==> src/rtl/muldiv_pkg.sv <==
// rtl/muldiv_pkg.sv - shared widths, funct3 encodings, FSM states and special-case results
package muldiv_pkg;

  localparam int DEF_XLEN = 32;
  localparam int DEF_AW   = 5;

  localparam logic [2:0] OP_MUL    = 3'b000;
  localparam logic [2:0] OP_MULH   = 3'b001;
  localparam logic [2:0] OP_MULHSU = 3'b010;
  localparam logic [2:0] OP_MULHU  = 3'b011;
  localparam logic [2:0] OP_DIV    = 3'b100;
  localparam logic [2:0] OP_DIVU   = 3'b101;
  localparam logic [2:0] OP_REM    = 3'b110;
  localparam logic [2:0] OP_REMU   = 3'b111;

  typedef enum logic [1:0] {
    S_IDLE = 2'd0,
    S_CALC = 2'd1,
    S_DONE = 2'd2
  } state_t;

  // Architectural results for divide-by-zero and the single signed overflow case.
  localparam logic [DEF_XLEN-1:0] DIVZ_QUO = {DEF_XLEN{1'b1}};
  localparam logic [DEF_XLEN-1:0] OVF_QUO  = {1'b1, {(DEF_XLEN-1){1'b0}}};
  localparam logic [DEF_XLEN-1:0] OVF_REM  = '0;

endpackage

==> src/rtl/muldiv_unit_iter_divider.sv <==
// rtl/muldiv_unit_iter_divider.sv - restoring divider, one quotient bit per step on unsigned magnitudes
module iter_divider
  import muldiv_pkg::*;
#(
  parameter int XLEN = DEF_XLEN
) (
  input  logic            clk,
  input  logic            reset,
  input  logic            load,
  input  logic            step,
  input  logic [XLEN-1:0] dividend,
  input  logic [XLEN-1:0] divisor,
  output logic [XLEN-1:0] quotient,
  output logic [XLEN-1:0] remainder
);

  logic [XLEN-1:0] dvsr;
  logic [XLEN:0]   shifted;
  logic [XLEN:0]   diff;

  // Dividend bits shift out of the quotient register's top as quotient bits shift in.
  assign shifted = {remainder, quotient[XLEN-1]};
  assign diff    = shifted - {1'b0, dvsr};

  always_ff @(posedge clk) begin
    if (reset) begin
      quotient  <= '0;
      remainder <= '0;
      dvsr      <= '0;
    end else if (load) begin
      quotient  <= dividend;
      remainder <= '0;
      dvsr      <= divisor;
    end else if (step) begin
      if (!diff[XLEN]) begin
        remainder <= diff[XLEN-1:0];
        quotient  <= {quotient[XLEN-2:0], 1'b1};
      end else begin
        remainder <= shifted[XLEN-1:0];
        quotient  <= {quotient[XLEN-2:0], 1'b0};
      end
    end
  end

endmodule

==> src/rtl/muldiv_unit.sv <==
// rtl/muldiv_unit.sv - iterative RV32M multiply/divide unit with register-file-shaped write port
module muldiv_unit
  import muldiv_pkg::*;
#(
  parameter int XLEN = DEF_XLEN,
  parameter int AW   = DEF_AW
) (
  input  logic            clk,
  input  logic            reset,
  input  logic            start,
  input  logic [2:0]      op,
  input  logic [XLEN-1:0] rs1_data,
  input  logic [XLEN-1:0] rs2_data,
  input  logic [AW-1:0]   rd_addr,
  input  logic            flush,
  output logic            busy,
  output logic            done,
  output logic            rg_wrt_en,
  output logic [AW-1:0]   rg_wrt_addr,
  output logic [XLEN-1:0] rg_wrt_data
);

  localparam int CW = $clog2(XLEN);

  state_t state, nxt;
  logic [CW-1:0]     cnt;
  logic [2:0]        op_q;
  logic [AW-1:0]     rd_q;
  logic [XLEN-1:0]   a_q;
  logic [XLEN-1:0]   mcand;
  logic [2*XLEN-1:0] prod;
  logic              neg_p, neg_r, div_zero, ovf;

  logic              accept;
  logic              a_signed, b_signed, a_neg, b_neg;
  logic [XLEN-1:0]   a_mag, b_mag;
  logic [XLEN:0]     psum;
  logic [2*XLEN-1:0] prod_fix;
  logic [XLEN-1:0]   quo, rem, q_fix, r_fix, result;

  assign accept = (state == S_IDLE) && !busy && start && !flush;

  always_comb begin
    a_signed = op[2] ? !op[0] : (op != OP_MULHU);
    b_signed = op[2] ? !op[0] : !op[1];
    a_neg    = a_signed && rs1_data[XLEN-1];
    b_neg    = b_signed && rs2_data[XLEN-1];
    a_mag    = a_neg ? -rs1_data : rs1_data;
    b_mag    = b_neg ? -rs2_data : rs2_data;
  end

  always_ff @(posedge clk) begin
    if (reset) state <= S_IDLE;
    else       state <= nxt;
  end

  always_comb begin
    nxt = state;
    unique case (state)
      S_IDLE: if (accept) nxt = S_CALC;
      S_CALC: begin
        if (flush)                      nxt = S_IDLE;
        else if (cnt == CW'(XLEN - 1))  nxt = S_DONE;
      end
      S_DONE:  nxt = S_IDLE;
      default: nxt = S_IDLE;
    endcase
  end

  // Shift-add: the multiplier occupies the low half of prod and is consumed LSB first.
  assign psum = {1'b0, prod[2*XLEN-1:XLEN]} + (prod[0] ? {1'b0, mcand} : '0);

  always_ff @(posedge clk) begin
    if (reset) begin
      cnt      <= '0;
      op_q     <= OP_MUL;
      rd_q     <= '0;
      a_q      <= '0;
      mcand    <= '0;
      prod     <= '0;
      neg_p    <= 1'b0;
      neg_r    <= 1'b0;
      div_zero <= 1'b0;
      ovf      <= 1'b0;
    end else if (accept) begin
      cnt      <= '0;
      op_q     <= op;
      rd_q     <= rd_addr;
      a_q      <= rs1_data;
      mcand    <= a_mag;
      prod     <= {{XLEN{1'b0}}, b_mag};
      neg_p    <= a_neg ^ b_neg;
      neg_r    <= a_neg;
      div_zero <= (rs2_data == '0);
      ovf      <= !op[0] && (rs1_data == OVF_QUO) && (rs2_data == '1);
    end else if (state == S_CALC) begin
      cnt  <= cnt + 1'b1;
      prod <= {psum, prod[XLEN-1:1]};
    end
  end

  iter_divider #(.XLEN(XLEN)) u_div (
    .clk       (clk),
    .reset     (reset),
    .load      (accept),
    .step      (state == S_CALC),
    .dividend  (a_mag),
    .divisor   (b_mag),
    .quotient  (quo),
    .remainder (rem)
  );

  always_comb begin
    prod_fix = neg_p ? -prod : prod;
    q_fix    = neg_p ? -quo : quo;
    r_fix    = neg_r ? -rem : rem;
    result   = '0;
    unique case (op_q)
      OP_MUL:                       result = prod_fix[XLEN-1:0];
      OP_MULH, OP_MULHSU, OP_MULHU: result = prod_fix[2*XLEN-1:XLEN];
      OP_DIV, OP_DIVU: begin
        if (div_zero) result = DIVZ_QUO;
        else if (ovf) result = OVF_QUO;
        else          result = q_fix;
      end
      OP_REM, OP_REMU: begin
        if (div_zero) result = a_q;
        else if (ovf) result = OVF_REM;
        else          result = r_fix;
      end
      default: result = '0;
    endcase
  end

  // Outputs are registered off the fix-up cycle, so done lands one edge after DONE.
  always_ff @(posedge clk) begin
    if (reset) begin
      busy        <= 1'b0;
      done        <= 1'b0;
      rg_wrt_en   <= 1'b0;
      rg_wrt_addr <= '0;
      rg_wrt_data <= '0;
    end else begin
      done      <= 1'b0;
      rg_wrt_en <= 1'b0;
      if (state == S_DONE && !flush) begin
        done        <= 1'b1;
        rg_wrt_en   <= (rd_q != '0);
        rg_wrt_addr <= rd_q;
        rg_wrt_data <= result;
      end
      if (done || (flush && state != S_IDLE)) busy <= 1'b0;
      if (accept) busy <= 1'b1;
    end
  end

endmodule
==> config.mk <==
export PLATFORM = sky130hd
export DESIGN_NAME = muldiv_unit
export DESIGN_NICKNAME = d
export VERILOG_FILES = /design/src/rtl/muldiv_pkg.sv /design/src/rtl/muldiv_unit_iter_divider.sv /design/src/rtl/muldiv_unit.sv
export SDC_FILE = /design/constraint.sdc
export NUM_CORES = 1
export LEC_CHECK = 0
export CORE_MARGIN = 2
export CORE_UTILIZATION = 65
export CTS_CLUSTER_SIZE = 40
export DETAILED_ROUTE_END_ITERATION = 10
export DONT_BUFFER_PORTS = 1
export PLACE_DENSITY = 0.77
export SETUP_SLACK_MARGIN = 0.5
export SLEW_MARGIN = 20
export SYNTH_ARGS = -nofsm -noshare
export SYNTH_HDL_FRONTEND = slang
export SYNTH_HIERARCHICAL = 1
export SYNTH_SLANG_ARGS = --single-unit
==> constraint.sdc <==
create_clock -name clk -period 7.24 [get_ports clk]
set_input_delay 1.086 -clock clk [delete_from_list [all_inputs] [get_ports clk]]
set_output_delay 1.086 -clock clk [all_outputs]
set_load 0.05 [all_outputs]
# ---- Word-level counts from Yosys, hierarchy flattened
# Cells that the tools add are included.
dict set report totals {
  register_bits 283
}
dict set report classes {
  n_reduce_logical 27
  bitwise_logic 2
  n_mux 26
  addsub 8
  eq_ne 15
}
# op count
set op_table {}
lappend op_table {{two-way mux 32 bit} 14}
lappend op_table {{negation 32 bit} 4}
lappend op_table {{one-hot mux 32 bit (4 select lines)} 1}
lappend op_table {{== test 32 bit (second input constant)} 2}
lappend op_table {{two-way mux 64 bit} 1}
lappend op_table {{negation 64 bit} 1}
lappend op_table {{adder 32 x 32 -> 33 bit} 1}
lappend op_table {{subtractor 33 x 32 -> 33 bit} 1}
lappend op_table {{logical NOT 32 bit} 1}
lappend op_table {{== test 3 bit (second input constant)} 4}
lappend op_table {{logical AND 1 bit} 9}
lappend op_table {{OR reduction 2 bit} 4}
lappend op_table {{== test 3 x 2 -> 1 bit (second input constant)} 2}
lappend op_table {{two-way mux 1 bit} 6}
lappend op_table {{two-way mux 2 bit} 3}
lappend op_table {{nonzero test 2 bit} 3}
lappend op_table {{adder 5 x 1 -> 5 bit (second input constant)} 1}
lappend op_table {{== test 5 bit (second input constant)} 1}
lappend op_table {{nonzero test 5 bit} 1}
lappend op_table {{logical NOT 1 bit} 4}
lappend op_table {{one-hot mux 2 bit (2 select lines)} 1}
lappend op_table {{== test 3 x 1 -> 1 bit (second input constant)} 1}
lappend op_table {{logical NOT 3 bit} 1}
lappend op_table {{!= test 3 x 2 -> 1 bit (second input constant)} 1}
lappend op_table {{other kinds (10)} 10}

# ---- Depth between registers and ports, before layout
# Gate-level depths: netlist of run 1.
dict set report depth {
  word_depth 6
  ltp_mapped 15
  depth_no_buf 13
}

# ---- By module
# Netlist of run 1, hierarchy kept.
# mod area_each_um2 cells_each seq_area_each_um2 instances
set modules_own_cells {}
lappend modules_own_cells {muldiv_unit 13711.9 1852 3723.6 1}
lappend modules_own_cells {iter_divider 5760.5 736 1921.8 1}

# ---- Worst setup path before layout of run 1
# OpenSTA, ideal clock, no wires.
dict set report synth_timing {
  kind {register -> register}
  startpoint {register prod[0]}
  endpoint {register prod[63]}
  stages_incl_launch_ff 14
  setup_slack_ns 3.964
  required_time_ns 7.106
  arrival_ns 3.142
  n_path_buf 2
  setup_ns 0.134
  path_cell_list {dfxtp_1 clkbuf_1 clkbuf_1 and2_1 ha_1 fa_1 a211oi_1 o21ai_0 nand4_1 a21oi_1 o41ai_2 o311ai_1 a2111oi_0 nor4_1}
}
dict set report synth_between {
  elab_chain_len 2
}
# item line
set synth_rtl {}
lappend synth_rtl {{start: declaration} muldiv_unit.sv:31} ;# logic [2*XLEN-1:0] prod;
lappend synth_rtl {{start signal: assignment} muldiv_unit.sv:91} ;# prod <= {{XLEN{1'b0}}, b_mag};
lappend synth_rtl {{start signal: assignment} muldiv_unit.sv:98} ;# prod <= {psum, prod[XLEN-1:1]};
lappend synth_rtl {{two-way mux 32 bit} muldiv_unit.sv:71} ;# assign psum = {1'b0, prod[2*XLEN-1:XLEN]} + (prod[0] ? {1'b0, mcand} : '0);
lappend synth_rtl {{adder 32 x 32 -> 33 bit} muldiv_unit.sv:71}
# No other way between the ends.
# A chain may end at the register's enable or synchronous reset.

# ---- Worst setup path after layout of run 1
dict set report layout_timing {
  startpoint {register u_div.quotient[31]}
  endpoint {register u_div.remainder[17]}
}
dict set report layout_between {
  elab_chain_len 2
}
# item line
set layout_rtl {}
lappend layout_rtl {{start: declaration} muldiv_unit_iter_divider.sv:13} ;# output logic [XLEN-1:0] quotient,
lappend layout_rtl {{start signal: assignment} muldiv_unit_iter_divider.sv:31} ;# quotient <= dividend;
lappend layout_rtl {{start signal: assignment} muldiv_unit_iter_divider.sv:37} ;# quotient <= {quotient[XLEN-2:0], 1'b1};
lappend layout_rtl {{start signal: assignment} muldiv_unit_iter_divider.sv:40} ;# quotient <= {quotient[XLEN-2:0], 1'b0};
lappend layout_rtl {{subtractor 33 x 32 -> 33 bit} muldiv_unit_iter_divider.sv:23} ;# assign diff = shifted - {1'b0, dvsr};
lappend layout_rtl {{two-way mux 32 bit} muldiv_unit_iter_divider.sv:35} ;# if (!diff[XLEN]) begin
lappend layout_rtl {{end signal: assignment} muldiv_unit_iter_divider.sv:36} ;# remainder <= diff[XLEN-1:0];
lappend layout_rtl {{end signal: assignment} muldiv_unit_iter_divider.sv:39} ;# remainder <= shifted[XLEN-1:0];
lappend layout_rtl {{end: declaration} muldiv_unit_iter_divider.sv:14} ;# output logic [XLEN-1:0] remainder
# No other way between the ends.

==> results.py, run 1 <==
metrics = {
    "status": {
        "status": "finished clean",
    },
    "cts": {
        "clk_latency_ns": 0.53,
        "cts_setup_buffers": 0,
        "htree_num_levels": 2,
        "postCtsHoldBufs": 0,
        "clock-sinks": 282,
        "cts.clk_slew.worst_paths_ns": 0.06,
        "cts_resized": 0,
        "cts_made_buffers": 34,
        "max-clock-path-buffers": 3,
        "root_buffer": "clkbuf_16",
        "cts_tree": "done",
    },
    "worst_setup_path": {
        "critPathArrivalTime_ns": 4.31,
        "crit_type": "flop to flop",
        "critPathLaunchType": "flop",
        "crit_path_end_kind": "flop",
        "reg2reg_setup_slack_ns": 3.29,
        "critPathRequiredTime_ns": 7.61,
        "path_max_fanout": 35,
        "reg2reg_from": "u_div/quotient[31]",
        "reg2reg_depth": 13,
        "reg2reg_to": "u_div/remainder[17]",
    },
    "detailed_routing": {
        "drc_errors": 0,
        "via_per_inst": 6.67,
        "first_pass_iters": 6,
        "totalWireLength_um": 65600,
        "wire_per_inst_um": 22.6,
        "num_vias": 19300,
        "antenna_left": 0,
        "first_iter_violations": 2378,
    },
    "placed_design": {
        "hpwlAfterDp_um": 48500,
        "place_congestion": 1.00,
        "portBuffers": 0,
        "dpl-instance-area_um2": 19500,
    },
    "timing": {
        "tightest_slew_ns": 0.984,
        "setup_viol": 0,
        "rsz0062_at_grt": "no",
        "max_freq_mhz": 253,
        "holdWs_ns": 0.449,
        "final.setup.tns_ns": 0,
        "fin_crit_ns": 3.95,
        "max_slew_margin_pct": 32.7,
        "drv_slew": 0,
        "timing.final.crit_share_pct": 54.5,
        "finClkSkew_ns": 0.0197,
        "hold_viol_final": 0,
    },
    "synthesis": {
        "ys_ff_latch": 282,
        "synth_cells": 2588,
        "synth_area_leaders": "dfxtp_1 (29%), a21oi_1 (7.2%), nor2_1 (6.0%)",
        "synth.cell_area_um2": 19500,
        "ys_seq_area_share_pct": 29.0,
        "syn_nets": 2738,
        "synth_async_sr_flop_share_pct": 0,
        "ys_top_cells_by_count": "nor2_1 (310), nand2_1 (295), a21oi_1 (282), dfxtp_1 (282), o21ai_0 (130)",
        "ys_types": 84,
        "synth_top_area_share_pct": 29.0,
        "syn_avg_cell_area_um2": 7.52,
        "synth_edf_count": 0,
        "yosys_warnings": 6,
        "yosys.area.top_type": "dfxtp_1",
        "yosysMostFrequentCell": "nor2_1",
        "yosys_most_used_dff": "dfxtp_1",
    },
    "global_route": {
        "grt_use_met1_pct": 55.2,
        "grt_pass1_vias": 17400,
        "grt_overflow": 0,
        "grt_pass1_wl_um": 100000,
        "busiest_layer": "met2",
        "grt_use_met2_pct": 63.0,
        "antenna_found_initial": 1,
        "grt_max_degree": 217,
        "grt_usage_pct": 40.8,
        "grt_use_met3_pct": 12.0,
    },
    "cells_and_area": {
        "area_delta_synth_final_pct": 6.37,
        "final_nets": 2634,
        "multiInputGateArea_um2": 12900,
        "final_area_um2": 20700,
        "drive_gt1_share_pct": 5.74,
        "n_fill_cell": 2506,
        "area.sequential_um2": 5650,
    },
    "floorplan": {
        "die_h_um": 177,
        "ioPinCount": 116,
        "rows": 63,
        "start_util_pct": 65.9,
        "die_area_um2": 31400,
        "die_w_um": 177,
        "core_area_um2": 29600,
    },
    "hold_path": {
        "hold_path_startpoint": "mcand[17]",
        "min_path_type": "flop to flop",
        "holdPathEnd": "mcand[17]",
        "worstHoldPathCells": 2,
    },
    "pwr": {
        "power_density_nw_per_um2": 229,
        "leakagePower_nw": 7.85,
        "ir_worst_vdd_mv": 0.231,
    },
    "run": {
        "cap_viol_max_count": 0,
    },
}
worst max-delay path, cell delays in order, from the launching register on:
cell and delay, ns:
dfxtp_1 0.39, inv_1 0.06, ha_1 0.23, fa_1 0.38
nor2b_1 0.20, o2111ai_1 0.19, a32oi_1 0.44, a311oi_2 0.18
o211ai_1 0.17, a31oi_4 0.18, xor2_4 0.56, buf_4 0.46
mux2i_1 0.25, a21oi_1 0.09
flip-flops by register name, indices dropped and copies added, names as in the netlist, 2 cells and up:
register and flops:
a_q 32, cnt 5, mcand 31, op_q 3, prod 64, rd_q 5, rg_wrt_addr 5, rg_wrt_data 32
state 2, u_div/dvsr 32, u_div/quotient 32, u_div/remainder 32
final cells by class:
| class | instances | area share, % |
|---|---|---|
| multi-input cells | 2070 | 62.5 |
| repair buffers | 21 | 0.761 |
| well taps | 390 | 2.36 |
| clock inverters | 12 | 0.809 |
| flip-flops and latches | 282 | 27.3 |
| inverters | 75 | 1.40 |
| diodes | 1 | 0.0121 |
| clock buffers | 49 | 4.92 |
layer usage:
layer / wire [um] / vias to the layer above
li1: - / 9011
met1: 26700 / 9126
met2: 28900 / 1047
met3: 8080 / 154
met4: 1950 / 2
met5: 13 / -
cell usage in the layout (no fill, tap or decap), drive strengths merged, types with 27 or more instances in the layout:
cell type  count
nor2         311
nand2        295
a21oi        283
dfxtp        282
o21ai        141
xnor2        114
xor2         105
nor3          99
mux2i         86
inv           77
ha            72
o31ai         50
clkbuf        49
and2          46
nand3         46
a22oi         33
nand4         29
a211oi        27
cell families after synthesis:
family,after synthesis,synth area share [%]
buf+inv,236,4.75
xor+xnor,219,9.85
compound gates,717,23.4
simple gates,974,23.8
mux,86,4.42
fa+ha+maj,74,4.83
flops,282,29.0
how the worst max path moves through the flow:
stage                                   from             endpoint  slack [ns]  depth (start not counted)
after floorplan                      prod[0]             prod[63]        3.96                         13
after global placement    u_div/quotient[31]   u_div/remainder[0]        3.50                         14
after detailed placement  u_div/quotient[31]  u_div/remainder[17]        3.37                         13
after CTS                 u_div/quotient[31]  u_div/remainder[17]        3.35                         13
after global routing      u_div/quotient[31]   u_div/remainder[9]        2.94                         14
final                     u_div/quotient[31]  u_div/remainder[17]        3.29                         13
metrics by stage:
| step | setup WS (ns) | utilization [%] | total power [mW] | instances |
|---|---|---|---|---|
| after floorplan | 3.96 | - | 2.67 | 2588 |
| after global placement | 3.50 | 66.0 | 2.90 | 2838 |
| after detailed placement | 3.37 | 66.0 | 2.93 | 2838 |
| after CTS | 3.35 | 70.1 | 4.72 | 2899 |
| after global routing | 2.94 | 70.1 | 4.93 | 2899 |
| final | 3.29 | 70.1 | 4.75 | 2900 |
power breakdown:
| group | switching (mW) | internal (mW) | leakage, nW |
|---|---|---|---|
| logic | 0.771 | 0.444 | 4.97 |
| registers | 0.103 | 1.62 | 2.29 |
| clock network | 0.715 | 1.09 | 0.583 |
| total | 1.59 | 3.16 | 7.85 |
Note: power is estimated with default switching activity, not from simulation.
==> run 2: changes to the inputs <==
clock period = 4.1 ns   (was 7.24 ns; I/O delays follow)
==> results.py, run 2 (synthesis results as in run 1) <==
metrics = {
    "status": {
        "status": "finished clean",
    },
    "detailed_routing": {
        "drc_errors": 0,
        "first_pass_iters": 6,
        "antenna_left": 0,
        "wire_per_inst_um": 22.9,
        "via_per_inst": 6.67,
        "totalWireLength_um": 66500,
        "num_vias": 19400,
        "first_iter_violations": 2495,
    },
    "global_route": {
        "antenna_found_initial": 0,
        "grt_max_degree": 217,
        "grt_pass1_wl_um": 101000,
        "grt_usage_pct": 41.1,
        "grt_overflow": 0,
        "grt_pass1_vias": 17700,
    },
    "worst_setup_path": {
        "cp_cell_sequence": "buf_4 -> and2_1 -> fa_1 -> a211oi_1 -> o21ai_0 -> nand4_1 -> a21oi_1 -> o41ai_2 -> o311ai_2 -> a2111oi_2 -> nor4_1",
        "cp-endpoint": "prod[63]",
        "critPathLaunchType": "flop",
        "reg2reg_from": "prod[0]",
        "reg2reg_setup_slack_ns": 0.70,
        "critPathRequiredTime_ns": 4.51,
        "reg2reg_depth": 11,
        "crit_start": "prod[0]",
        "critPathMaxStageDelay_ns": 0.48,
        "crit_path_end_kind": "flop",
        "crit_type": "flop to flop",
        "cp_slowest_cell": "o41ai_2",
        "critPathArrivalTime_ns": 3.80,
        "path_max_fanout": 15,
        "reg2reg_to": "prod[63]",
    },
    "cells_and_area": {
        "post-route-util_pct": 70.0,
        "n_fill_cell": 2541,
        "area_delta_synth_final_pct": 6.32,
        "final_nets": 2639,
        "layout.cells.non_filler": 2905,
        "max_flop_register": "prod",
        "final_common_cell": "nor2_1",
        "largest_reg_flops": 64,
        "mostFrequentLayoutCells": "nor2_1 (309), nand2_1 (295), a21oi_1 (282)",
        "drive_gt1_share_pct": 6.13,
    },
    "placed_design": {
        "post-place-cells": 2844,
        "hpwlAfterDp_um": 49200,
        "portBuffers": 0,
        "place_congestion": 1.05,
    },
    "pwr": {
        "total_power_mw": 8.22,
        "power_density_nw_per_um2": 397,
        "ir_worst_vdd_mv": 0.367,
        "leakagePower_nw": 7.84,
    },
    "floorplan": {
        "rows": 63,
        "core_area_um2": 29600,
        "ioPinCount": 116,
        "die_w_um": 177,
        "start_util_pct": 65.9,
        "die_area_um2": 31400,
        "die_h_um": 177,
    },
    "timing": {
        "rsz0062_at_grt": "no",
        "max_freq_mhz": 294,
        "timing.final.crit_share_pct": 82.9,
        "hold_viol_final": 0,
        "finClkSkew_ns": 0.0187,
        "fin_crit_ns": 3.40,
        "holdWs_ns": 0.102,
        "max_slew_margin_pct": 33.1,
        "final.setup.tns_ns": 0,
        "drv_slew": 0,
        "tightest_slew_ns": 1.00,
        "setup_viol": 0,
    },
    "run": {
        "cap_viol_max_count": 0,
    },
    "cts": {
        "htree_num_levels": 1,
        "max-clock-path-buffers": 3,
        "clk_latency_ns": 0.58,
        "root_buffer": "clkbuf_16",
        "cts.clk_slew.worst_paths_ns": 0.07,
        "cts_made_buffers": 31,
        "postCtsHoldBufs": 0,
        "clock-sinks": 282,
        "cts_tree": "done",
    },
    "hold_path": {
        "min_path_type": "input pin to flop",
    },
}
[run 2: power breakdown]
group | switching [mW] | total, mW | internal [mW]
clock network | 1.22 | 2.99 | 1.78
registers | 0.199 | 3.07 | 2.87
logic | 1.36 | 2.16 | 0.795
[run 2: worst min-delay path by stage]
stage | from | end | slack (ns) | cells after the start
floorplan | mcand[17] | mcand[17] | 0.43 | 2
global placement | a_q[22] | a_q[22] | 0.44 | 2
detailed placement | a_q[17] | a_q[17] | 0.44 | 2
CTS | reset | u_div/quotient[0] | 0.1 | 1
global route | reset | u_div/dvsr[5] | 0.09 | 1
finish | reset | u_div/quotient[0] | 0.10 | 1
[run 2: what timing repair did]
| action | 4_1_cts | 5_1_grt |
|---|---|---|
| resized for setup | 0 | 6 |
| setup buffers | 0 | 2 |
| setup endpoints to repair | 0 | 5 |
[run 2: area by class of cell]
type / instances / area (um^2) / area share [%]
clock inverter: 18 / 234 / 1.13
multi-input combinational: 2070 / 13000 / 62.7
timing repair buffer: 29 / 218 / 1.05
tap: 390 / 488 / 2.36
antenna: 1 / 2.50 / 0.0121
sequential: 282 / 5650 / 27.3
clock buffer: 40 / 850 / 4.10
inverter: 75 / 289 / 1.40
[run 2: metal layers]
layer / track usage, % / vias to the layer above / part of all wire (%)
li1: - / 9015 / -
met1: 56.1 / 9161 / 41
met2: 63.6 / 1044 / 44
met3: 11.1 / 151 / 12
met4: 12.1 / 0 / 3.3
met5: 0 / - / 0
[run 2: critical path, delay by kind of cell (launching register included)]
kind	cells	cell delay, ns
flops	1	0.37
compound gates	6	1.69
simple gates	3	0.48
buf+inv	1	0.21
fa+ha+maj	1	0.46
[run 2: through the flow]
step / instance area (um^2) / worst slack, ns
2_1_floorplan: 19500 / 0.824
3_3_place_gp: 19600 / 0.708
3_5_place_dp: 19600 / 0.615
4_1_cts: 20700 / 0.558
5_1_grt: 20700 / 0.512
6_report: 20700 / 0.701
